<file path="config.mk">
export PLATFORM = sky130hd
export DESIGN_NAME = div_ctrl
export DESIGN_NICKNAME = d
export VERILOG_FILES = /design/src/rtl/div_ctrl.sv
export SDC_FILE = /design/constraint.sdc
export NUM_CORES = 1
export LEC_CHECK = 0
export ABC_CLOCK_PERIOD_IN_PS = 4100
export BUFFER_PORTS_ARGS = -buffer_cell sky130_fd_sc_hd__buf_2
export CAP_MARGIN = 20
export CORE_ASPECT_RATIO = 0.5
export CORE_UTILIZATION = 50
export CTS_BUF_LIST = sky130_fd_sc_hd__clkbuf_2
export CTS_CLUSTER_SIZE = 20
export DETAILED_ROUTE_END_ITERATION = 7
export PLACE_DENSITY = 0.67
export RECOVER_POWER = 50
export SLEW_MARGIN = 20
export SYNTH_ARGS = -nofsm -noshare
export SYNTH_HDL_FRONTEND = slang
export SYNTH_SLANG_ARGS = --single-unit
</file>
<file path="constraint.sdc">
create_clock -name clk -period 4.1 [get_ports clk]
set_clock_uncertainty 0.05 [all_clocks]
set_input_delay 0.82 -clock clk [delete_from_list [all_inputs] [get_ports clk]]
set_output_delay 0.82 -clock clk [all_outputs]
set_load 0.005 [all_outputs]
</file>
<file path="src/rtl/div_ctrl.sv">
// Multi-cycle RV32M divide/remainder sequencer: restoring shift-subtract divider
// that stalls the pipeline while it iterates and pulses ready with the result.
module div_ctrl #(
    parameter int XLEN  = 32,
    parameter int CNT_W = 6
) (
    input  logic             clk,
    input  logic             rst,
    input  logic             start_i,
    input  logic [1:0]       op_i,
    input  logic [XLEN-1:0]  dividend_i,
    input  logic [XLEN-1:0]  divisor_i,
    input  logic [4:0]       rd_addr_i,
    input  logic             flush_i,
    output logic             busy_o,
    output logic             stall_req_o,
    output logic             ready_o,
    output logic [XLEN-1:0]  result_o,
    output logic [4:0]       rd_addr_o,
    output logic             regs_wen_o
);

    localparam logic [1:0] IDLE = 2'd0;
    localparam logic [1:0] CALC = 2'd1;
    localparam logic [1:0] DONE = 2'd2;

    localparam logic [XLEN-1:0] MIN_NEG = {1'b1, {(XLEN-1){1'b0}}};

    logic [1:0]       state_q;
    logic [CNT_W-1:0] cnt_q;
    logic             is_rem_q;
    logic             neg_q_q;
    logic             neg_r_q;
    logic [XLEN-1:0]  quot_q;
    logic [XLEN-1:0]  dvs_q;
    logic [XLEN-1:0]  rem_q;
    logic [XLEN-1:0]  result_hold_q;
    logic [4:0]       rd_addr_q;
    logic [4:0]       rd_addr_hold_q;

    logic             signed_op;
    logic             dvd_neg;
    logic             dvs_neg;
    logic [XLEN-1:0]  dvd_mag;
    logic [XLEN-1:0]  dvs_mag;
    logic             div_by_zero;
    logic             overflow;
    logic [XLEN:0]    shifted;
    logic [XLEN:0]    diff;
    logic             fits;
    logic [XLEN-1:0]  quot_final;
    logic [XLEN-1:0]  rem_final;
    logic [XLEN-1:0]  done_result;

    always_comb begin
        signed_op   = ~op_i[0];
        dvd_neg     = signed_op & dividend_i[XLEN-1];
        dvs_neg     = signed_op & divisor_i[XLEN-1];
        dvd_mag     = dvd_neg ? (~dividend_i + 1'b1) : dividend_i;
        dvs_mag     = dvs_neg ? (~divisor_i + 1'b1) : divisor_i;
        div_by_zero = (divisor_i == '0);
        overflow    = signed_op && (dividend_i == MIN_NEG) && (divisor_i == '1);

        // One restoring step: shift {rem, quot} left and trial-subtract with a borrow bit.
        shifted     = {rem_q, quot_q[XLEN-1]};
        diff        = shifted - {1'b0, dvs_q};
        fits        = ~diff[XLEN];

        quot_final  = neg_q_q ? (~quot_q + 1'b1) : quot_q;
        rem_final   = neg_r_q ? (~rem_q + 1'b1) : rem_q;
        done_result = is_rem_q ? rem_final : quot_final;
    end

    always_ff @(posedge clk) begin
        if (rst) begin
            state_q        <= IDLE;
            cnt_q          <= '0;
            is_rem_q       <= 1'b0;
            neg_q_q        <= 1'b0;
            neg_r_q        <= 1'b0;
            quot_q         <= '0;
            dvs_q          <= '0;
            rem_q          <= '0;
            result_hold_q  <= '0;
            rd_addr_q      <= '0;
            rd_addr_hold_q <= '0;
        end else if (flush_i) begin
            state_q <= IDLE;
        end else begin
            case (state_q)
                IDLE: begin
                    if (start_i) begin
                        is_rem_q  <= op_i[1];
                        rd_addr_q <= rd_addr_i;
                        cnt_q     <= '0;
                        // Fast paths preload the final quotient/remainder and skip negation.
                        if (div_by_zero) begin
                            quot_q  <= '1;
                            rem_q   <= dividend_i;
                            dvs_q   <= '0;
                            neg_q_q <= 1'b0;
                            neg_r_q <= 1'b0;
                            state_q <= DONE;
                        end else if (overflow) begin
                            quot_q  <= MIN_NEG;
                            rem_q   <= '0;
                            dvs_q   <= '0;
                            neg_q_q <= 1'b0;
                            neg_r_q <= 1'b0;
                            state_q <= DONE;
                        end else begin
                            quot_q  <= dvd_mag;
                            dvs_q   <= dvs_mag;
                            rem_q   <= '0;
                            neg_q_q <= dvd_neg ^ dvs_neg;
                            neg_r_q <= dvd_neg;
                            state_q <= CALC;
                        end
                    end
                end
                CALC: begin
                    rem_q  <= fits ? diff[XLEN-1:0] : shifted[XLEN-1:0];
                    quot_q <= {quot_q[XLEN-2:0], fits};
                    cnt_q  <= cnt_q + CNT_W'(1);
                    if (cnt_q == CNT_W'(XLEN-1)) begin
                        state_q <= DONE;
                    end
                end
                DONE: begin
                    result_hold_q  <= done_result;
                    rd_addr_hold_q <= rd_addr_q;
                    state_q        <= IDLE;
                end
                default: state_q <= IDLE;
            endcase
        end
    end

    always_comb begin
        busy_o      = (state_q != IDLE);
        stall_req_o = ((state_q == IDLE) && start_i && !flush_i) || (state_q == CALC);
        ready_o     = (state_q == DONE) && !flush_i;
        regs_wen_o  = ready_o;
        result_o    = (state_q == DONE) ? done_result : result_hold_q;
        rd_addr_o   = (state_q == DONE) ? rd_addr_q : rd_addr_hold_q;
    end

endmodule

</file>
==> impl_metrics.tcl <==
set metrics [dict create \
    ant_nets 0 \
    startpoint_type "register" \
    crit_chain "or3_4 -> or4_4 -> or3_4 -> or2_4 -> o21ai_2 -> xor2_1 -> mux2i_1 -> mux2_4 -> buf_6" \
    synth_area_leaders "dfxtp_1 27%, xor2_1 6.1%, xnor2_1 5.4%" \
    grt_remaining_overflow 0 \
    cts_root_buf "clkbuf_2" \
    syn_area_mm2 0.0111 \
    required_ps 3230 \
    syn-instance-count 1480 \
    start_util_pct 51.1 \
    viasPerCell 6.12 \
    clk-insertion-delay-late_ps 810 \
    via_count 11700 \
    cts_tree "yes" \
    slew-limit-headroom_pct 9.16 \
    ir_drop_mv 0.136 \
    cp_max_fo 6 \
    ys_seq_area_share_pct 26.9 \
    pwr-share-seq_pct 38.2 \
    rsz0062_at_grt "true" \
    hold_class "input port to register" \
    yosysTopAreaCellShare_pct 26.9 \
    grt_pass1_vias 10400 \
    r2r_slack_ps 360 \
    core_area_mm2 0.0217 \
    grt_max_degree 65 \
    ios 116 \
    async_flop_share_pct 0 \
    post-route-util_pct 59.2 \
    p_sw_w 0.00170 \
    synthTopCellsByCount "149 x dfxtp_1, 149 x nor2_1, 143 x nand2_1" \
    max_stage_delay_ps 480 \
    first_pass_iters 8 \
    gp_congestion 1.02 \
    drv_slew 0 \
    area_growth_pct 15.8 \
    cts_hold_buffers 0 \
    end_kind "output pin" \
    violations "design-rule violations, negative setup slack" \
    antenna_found_initial 3 \
    grt_pass1_wl_mm 60.3 \
    dr_wl_met3_mm 3.35 \
    drive_gt1_share_pct 19.2 \
    wl_per_cell_um 21.0 \
    die_area_mm2 0.0228 \
    dr.first_iter.drc_count 1189 \
    internal_power_w 0.00256 \
    synth_cell_types 72 \
    hold_viol 0 \
    combPwrFrac_pct 40.8 \
    min_period_ps 4620 \
    finalSetupTns_ps -8400 \
    fmax_mhz 216 \
    worstPathArrival_ps 3750 \
    outcome "complete, but fails checks" \
    setup_ws_ps -522 \
    crit_slowest_cell "or4_4" \
    drc 2 \
    ys_dominant_reg_cell "dfxtp_1" \
    avgSynthCellArea_um2 7.50 \
    grt_usage_pct 34.7 \
    syn-num-nets 1594 \
    cts_buffer_depth 2 \
    rows 38 \
    cp_common_cell "or3_4" \
    tightest_slew_ps 1360 \
    final_nets 1713 \
    timing.final.crit_share_pct 113 \
    synth_area_leader_cell "dfxtp_1" \
    leakage_nw 4.92 \
    ys_ff_latch 149 \
    finalPower_w 0.00425 \
    clockPowerShare_pct 21.0 \
    dr.max_layer_used "met4" \
    dp_slack_ps 213 \
    synth_edf_count 0 \
    dp_hpwl_mm 30.1 \
    drt-met1-wl_mm 19.4 \
    drt-total-wl_mm 40.1 \
    wl_met2_mm 16.7 \
    cts_made_buffers 17 \
    worstSetupPathType "register to output pin" \
    clk_pin_slew_ps 230 \
    die_w_um 213 \
    power_density_mw_per_mm2 331 \
    dieHeight_um 107 \
    htree_levels 4 \
    cts.sinks 149 \
    ys_warn_count 0 \
    netSwitchingFraction_pct 39.9 \
    port-buffer-count 115 \
    finalSetupViolCount 26 \
    cap_violations 0 \
]
## worst paths after layout
kind	startpoint	end	cells after the start
worst max-delay path	rem_q[9]$_SDFFE_PP0P_	result_o[29]	9
worst min-delay path	op_i[1]	is_rem_q$_SDFFE_PP0P_	2
worst max register to register	rem_q[4]$_SDFFE_PP0P_	rem_q[23]$_SDFFE_PP0P_	13
worst min register to register	result_hold_q[8]$_SDFFE_PP0N_	result_hold_q[8]$_SDFFE_PP0N_	2
## power by group through the flow
stage	clock (W)	combinational [W]	sequential (W)
3_5_place_dp	0	0.00158	0.00164
4_1_cts	0.000894	0.00165	0.00162
2_1_floorplan	0	0.00106	0.00161
6_report	0.000892	0.00174	0.00162
3_3_place_gp	0	0.00156	0.00164
5_1_grt	0.000955	0.00186	0.00163
## cell usage in the layout (no fill, tap or decap), types with 26 or more instances in the layout
cell type	count
inv_1	53
xor2_1	73
buf_2	109
o21ai_0	76
nor3_1	54
nor2_1	148
dfxtp_1	138
ha_1	37
nand2_1	140
o21ai_1	26
o22ai_1	36
xnor2_1	68
buf_4	68
a21oi_1	114
a211oi_1	28
## registers in the layout, summed over array words and instances, names as in the netlist
signal          cells
neg_q_q             1
dvs_q              32
state_q             2
cnt_q               6
neg_r_q             1
quot_q             32
result_hold_q      32
is_rem_q            1
rd_addr_hold_q      5
rem_q              32
rd_addr_q           5
## through the flow
stage | cell area (um2) | hold slack [ps] | std cells
3_5_place_dp | 12200 | 395 | 1860
3_3_place_gp | 12200 | 388 | 1860
2_1_floorplan | 11100 | 379 | 1480
4_1_cts | 12700 | 133 | 1899
5_1_grt | 12900 | 116 | 1911
6_report | 12900 | 169 | 1911
## layer usage
metal | global-route usage [%] | vias up
met5 | 0 | -
met2 | 51.7 | 518
li1 | - | 5605
met3 | 5.72 | 55
met1 | 51.3 | 5513
met4 | 8.22 | 0
## repair_timing
action | in CTS | in global routing
pin swaps | 17 | 23
setup buffers | 10 | 11
endpoints found under the hold margin | 0 | 0
endpoints found under the setup margin | 23 | 24
gates resized for setup | 52 | 43
## layout make-up
cell class,count,area (um2)
Antenna cell,2,5.00
Fill cell,2066,8870
Multi-Input combinational cell,1181,7820
Timing Repair Buffer,197,1230
Clock inverter,10,135
Clock buffer,19,95.1
Tap cell,300,375
Inverter,53,199
Sequential cell,149,3000
## critical path: cells and delay by family (launching register included)
family          cells  cell delay [ps]
flops               1              370
simple gates        4             1620
compound gates      1              150
xor+xnor            1              220
buf+inv             1              110
mux                 2              480
## cells by family (layout without fill, tap and decap cells)
group           after synthesis  after routing  share of synthesized area [%]
simple gates                504            504                           22.1
buf+inv                     150            279                           5.60
flops                       149            149                           26.9
xor+xnor                    146            146                           11.5
mux                          34             34                           3.26
compound gates              458            458                           26.2
fa+ha+maj                    39             39                           4.46
other cells                   0              2                              0
No activity file was read; power rests on OpenSTA's default activity.
